<file path="config.mk">
export PLATFORM = sky130hd
export DESIGN_NAME = burst_pulse_gen
export DESIGN_NICKNAME = d
export VERILOG_FILES = /design/src/rtl/burst_pulse_pkg.sv /design/src/rtl/rise_detect.sv /design/src/rtl/burst_pulse_gen.sv
export SDC_FILE = /design/constraint.sdc
export NUM_CORES = 1
export LEC_CHECK = 0
export ABC_AREA = 1
export CORE_ASPECT_RATIO = 0.8
export CORE_UTILIZATION = 52
export CTS_CLUSTER_DIAMETER = 80
export CTS_CLUSTER_SIZE = 40
export DETAILED_ROUTE_END_ITERATION = 10
export GPL_TIMING_DRIVEN = 0
export PLACE_DENSITY = 0.77
export RECOVER_POWER = 50
export SLEW_MARGIN = 20
export SYNTH_ARGS = -nofsm -noshare
export SYNTH_HDL_FRONTEND = slang
export SYNTH_HIERARCHICAL = 1
export SYNTH_SLANG_ARGS = --single-unit
</file>
<file path="constraint.sdc">
create_clock -name clk -period 1.8 [get_ports clk]
set_input_delay 0.36 -clock clk [delete_from_list [all_inputs] [get_ports clk]]
set_output_delay 0.36 -clock clk [all_outputs]
set_load 0.01 [all_outputs]
</file>
<file path="src/rtl/burst_pulse_pkg.sv">
// Shared types and defaults for the burst pulse generator.
// The pulse-count clamp lives here so the top and any bench use one rule.
package burst_pulse_pkg;

    typedef enum logic [1:0] {IDLE, PULSE, GAP, DONE} bpg_state_e;

    localparam int unsigned DEF_MIN_PULSES = 3;
    localparam int unsigned DEF_MAX_PULSES = 5;
    localparam int unsigned DEF_CNT_W      = 3;
    localparam int unsigned DEF_GAP_W      = 4;

    function automatic int unsigned clamp_count(input int unsigned req,
                                                input int unsigned lo,
                                                input int unsigned hi);
        if (req < lo) begin
            return lo;
        end else if (req > hi) begin
            return hi;
        end
        return req;
    endfunction

endpackage

</file>
<file path="src/rtl/rise_detect.sv">
// Rising-edge detector for the burst trigger.
// The history flop resets to 1 so a level already high at reset release is not an edge.
module rise_detect (
    input  logic clk,
    input  logic rst_n,
    input  logic a,
    output logic rise
);

    logic a_q;

    always_ff @(posedge clk or negedge rst_n) begin
        if (!rst_n) begin
            a_q <= 1'b1;
        end else begin
            a_q <= a;
        end
    end

    assign rise = a & ~a_q;

endmodule

</file>
<file path="src/rtl/burst_pulse_gen.sv">
// Burst pulse generator: a rising edge on a launches a clamped number of one-cycle
// b pulses separated by a programmable idle gap, followed by a one-cycle done.
module burst_pulse_gen
    import burst_pulse_pkg::*;
#(
    parameter int unsigned MIN_PULSES = DEF_MIN_PULSES,
    parameter int unsigned MAX_PULSES = DEF_MAX_PULSES,
    parameter int unsigned CNT_W      = DEF_CNT_W,
    parameter int unsigned GAP_W      = DEF_GAP_W
) (
    input  logic             clk,
    input  logic             rst_n,
    input  logic             a,
    input  logic [CNT_W-1:0] cnt_req,
    input  logic [GAP_W-1:0] gap,
    output logic             b,
    output logic             busy,
    output logic             done,
    output logic             clamped,
    output logic             overrun
);

    if (MIN_PULSES < 1) begin : g_bad_min
        $error("MIN_PULSES must be at least 1");
    end
    if (MAX_PULSES < MIN_PULSES) begin : g_bad_max
        $error("MAX_PULSES must not be below MIN_PULSES");
    end
    if (MAX_PULSES >= (64'd1 << CNT_W)) begin : g_bad_cnt_w
        $error("CNT_W too narrow to hold MAX_PULSES");
    end

    logic             rise;
    bpg_state_e       state_q;
    logic [CNT_W-1:0] rem_q;
    logic [GAP_W-1:0] gap_q;
    logic [GAP_W-1:0] gcnt_q;
    logic [CNT_W-1:0] n_req;
    logic             req_clamped;

    rise_detect u_rise_detect (
        .clk   (clk),
        .rst_n (rst_n),
        .a     (a),
        .rise  (rise)
    );

    always_comb begin
        n_req       = CNT_W'(clamp_count(32'(cnt_req), MIN_PULSES, MAX_PULSES));
        req_clamped = (32'(cnt_req) < MIN_PULSES) || (32'(cnt_req) > MAX_PULSES);
    end

    // Outputs are registered alongside the state so b is high exactly while in PULSE.
    always_ff @(posedge clk or negedge rst_n) begin
        if (!rst_n) begin
            state_q <= IDLE;
            rem_q   <= '0;
            gap_q   <= '0;
            gcnt_q  <= '0;
            b       <= 1'b0;
            busy    <= 1'b0;
            done    <= 1'b0;
            clamped <= 1'b0;
            overrun <= 1'b0;
        end else begin
            b       <= 1'b0;
            done    <= 1'b0;
            clamped <= 1'b0;
            overrun <= rise && (state_q != IDLE);
            case (state_q)
                IDLE: begin
                    if (rise) begin
                        state_q <= PULSE;
                        rem_q   <= n_req;
                        gap_q   <= gap;
                        b       <= 1'b1;
                        busy    <= 1'b1;
                        clamped <= req_clamped;
                    end
                end
                PULSE: begin
                    rem_q <= rem_q - CNT_W'(1);
                    if (rem_q == CNT_W'(1)) begin
                        state_q <= DONE;
                        done    <= 1'b1;
                    end else if (gap_q == '0) begin
                        b <= 1'b1;
                    end else begin
                        state_q <= GAP;
                        gcnt_q  <= gap_q;
                    end
                end
                GAP: begin
                    gcnt_q <= gcnt_q - GAP_W'(1);
                    if (gcnt_q == GAP_W'(1)) begin
                        state_q <= PULSE;
                        b       <= 1'b1;
                    end
                end
                DONE: begin
                    state_q <= IDLE;
                    busy    <= 1'b0;
                end
                default: begin
                    state_q <= IDLE;
                    busy    <= 1'b0;
                end
            endcase
        end
    end

endmodule

</file>
==> flow_summary_export.csv <==
group,metric,value,unit
status,outcome,"finished, final reports clean",
worst_setup_path,number_of_buffers_and_inverters_on_the_critical_path,1,
synthesis,leading_post_synthesis_cells_by_cell_area,"sky130_fd_sc_hd__dfrtp_1 45%, sky130_fd_sc_hd__nand2_1 12%, sky130_fd_sc_hd__nand2_4 5.7%, sky130_fd_sc_hd__ha_1 5.1%, sky130_fd_sc_hd__inv_1 4.5%",
worst_setup_path,critical_path.max_fanout,2,
route,detail_route.vias_per_cell,4.93,
sta,min_period_over_period,85.7,%
synthesis,synthesized_flop_and_latch_total,19,
route,finalWirelength,1.60,mm
hold_path,worst_hold_path.num_cells,2,
sta,fin_hold_ws,486,ps
layout,final_util,69.0,%
die,die-width,50.8,um
cts,cts.repair_timing.setup_buffer_count,0,
sta,setup-violations-final,0,
layout,fillers,150,
grt,vias_in_the_first_global_route,655,
worst_setup_path,worst-setup-path-type,"reg2out",
run,max_cap_violations,0,
synthesis,yosys_warnings,6,
die,core_area,1710,um2
synthesis,synthesis.area,991,um2
synthesis,synthFlopType,"sky130_fd_sc_hd__dfrtp_1",
synthesis,yosys.area.top_type,"sky130_fd_sc_hd__dfrtp_1",
worst_setup_path,critical_path.top_delay_family,"buffers and inverters",
placement,portBuffers,14,
worst_setup_path,worst-endpoint-arrival,1180,ps
die,initial_utilization,58.0,%
sta,timing_worst_slew_pin_value,857,ps
sta,report.final.hold_viol_count,0,
route,drt-pass1-iter-count,4,
power,swShare,42.3,%
route,via_count,749,
power,irDropWorstVdd,0.848,mV
sta,setup_repair_after_global_routing_missed_its_margin,"false",
sta,timing.final.crit_period,1540,ps
worst_setup_path,worst-r2r-cell-count,3,
worst_setup_path,worst_flop_to_flop_path_endpoint,"gap_q[3]",
worst_setup_path,timing.critical_path.to_type,"primary output",
grt,first_pass_grt_wire_length,2.70,mm
route,drt_iter0_markers,7,
worst_setup_path,crit_required,1440,ps
synthesis,synth_cells,112,
cts,cts_resized,0,
placement,place.gp.congestion,0.828,
worst_setup_path,timing.rr.start,"state_q[0]",
cts,clock_tree_from_tritoncts,"yes",
layout,share_of_layout_cells_above_drive_strength_1,15.4,%
synthesis,syn-num-nets,126,
die,num_rows,13,
route,postRouteAntennaNets,0,
worst_setup_path,critical_path.startpoint_type,"flop",
grt,pin_count_of_the_biggest_net_entering_global_routing,20,
synthesis,synth_cell_types,26,
worst_setup_path,crit_path_slowest_cell,"sky130_fd_sc_hd__clkdlybuf4s50_1",
power,p_leak,0.580,nW
layout,flow.area_growth_from_synthesis,18.9,%
cts,clock-root-buffer,"sky130_fd_sc_hd__clkbuf_4",
power,p_switching,0.000776,W
sta,slew-limit-headroom,42.7,%
cts,cts-htree-levels,1,
grt,antenna_found_initial,0,
hold_path,min_delay_worst_endpoint,"rem_q[1]",
sta,report.final.slew_viol_count,0,
synthesis,syn_avg_cell_area,8.85,um2
die,die_y,41.0,um
sta,fmaxAchievable,0.648,GHz
layout,design_area,1180,um2
worst_setup_path,r2r_setup_slack,440,ps
cts,tritoncts_num_sinks,19,
synthesis,synth_async_sr_flop_share,100,%
route,drt_drc_violations_left,0,
power,power.density,1560,nW/um2
cts,clk_lat_worst_skew,290,ps
die,io_pins,15,
hold_path,holdCritStartpoint,"rem_q[1]",
die,die_area,2090,um2
cts,clock_path_buffers,2,
placement,dpl-instance-area,1160,um2
route,routed_wire_length_per_instance,10.5,um
synthesis,post-synth-top-area-fraction,45.5,%
power,clkPwrFrac,11.3,%
synthesis,synth_enable_flop_cells,0,
hold_path,min_path_type,"reg2reg",
sta,clock_skew,2.46,ps
cts,clock_slew_seen_by_the_registers_of_the_worst_setup_and_hold_paths,100,ps
grt,grt_util_all_layers,18.6,%
sta,tns,0,ps
layout,finish.net_count,145,
grt,grt.overflow.total,0,
power,comb_power_share,47.8,%
power,pwr-share-seq,40.9,%
power,internal_power,0.00106,W
worst_setup_path,timing.critical_path.cells,"clkdlybuf4s50_1",
cts,cts_inserted_buffers,3,
placement,hpwlAfterDp,1.27,mm
synthesis,ys_seq_area_share,48.1,%
layout,diodes,0,
worst_setup_path,timing.critical_path.slowest_cell_delay,530,ps
cts,cts_hold_repair.buffers,0,
==> synth_stat cells (all sizes together) (3+ instances only) <==
library cell / number
o21ai: 7
nand2: 36
nand3: 5
mux2: 3
dfrtp: 18
ha: 4
nor2: 11
inv: 14
a21oi: 4
==> power by group through the flow <==
stage	sequential, W	combinational (W)	clock (W)
floorplan	0.000742	0.000681	0
global placement	0.000754	0.000867	0
detailed placement	0.000758	0.000895	0
CTS	0.000750	0.000898	0.000220
global route	0.000778	0.00101	0.000233
finish	0.000751	0.000878	0.000207
==> per-layer routing <==
metal / up-vias / routed length [um] / track usage (%)
met4: 0 / 15 / 6.25
met3: 2 / 70 / 6.67
met5: - / 0 / 0
met1: 338 / 819 / 23.6
li1: 392 / - / -
met2: 17 / 697 / 30.3
==> layout by cell type, fill, tap and decap left out, drive strengths merged <==
master / instances
xor2: 1
ha: 4
nand4: 1
clkdlybuf4s50: 12
nor3: 1
o211ai: 1
a211oi: 1
dfstp: 1
clkbuf: 3
nor2: 11
mux2: 3
inv: 14
nand3: 5
o21ai: 7
a21oi: 4
dlygate4sd3: 2
nand2: 36
a22oi: 1
o22ai: 1
or2: 1
clkinv: 2
dfrtp: 18
==> state kept, by name, summed over array words and instances, names as in the netlist <==
signal / flops
gcnt_q: 4
b: 1
busy: 1
u_rise_detect/a_q: 1
rem_q: 3
gap_q: 4
clamped: 1
done: 1
state_q: 2
overrun: 1
==> stage by stage <==
step                worst slack, ps  total power, W  instances
finish                          257         0.00184        152
CTS                             241         0.00187        152
floorplan                       563         0.00142        112
global placement                115         0.00162        148
global route                    184         0.00202        152
detailed placement             67.4         0.00165        148
==> worst max path at each step <==
stage / from / end / slack [ps] / cells past startpoint
6_report: busy / busy / 260 / 1
5_1_grt: a / rem_q[0] / 180 / 6
4_1_cts: busy / busy / 240 / 1
3_5_place_dp: a / rem_q[2] / 70 / 6
3_3_place_gp: a / rem_q[2] / 110 / 6
2_1_floorplan: gcnt_q[0] / gcnt_q[2] / 560 / 7
==> cell families after synthesis <==
group	synth area share (%)
compound gates	8.46
xor+xnor	0.884
fa+ha+maj	5.05
buf+inv	6.44
flops	48.1
mux	3.41
simple gates	27.7
==> final cells by class <==
class / instances / area, um2 / share of cell area [%]
tap: 22 / 27.5 / 2.34
timing repair buffer: 14 / 140 / 11.9
sequential: 19 / 477 / 40.4
multi-input combinational: 78 / 443 / 37.6
clock buffer: 3 / 22.5 / 1.91
inverter: 15 / 63.8 / 5.41
clock inverter: 1 / 5.00 / 0.425
Power figures use the tool's default switching activity.
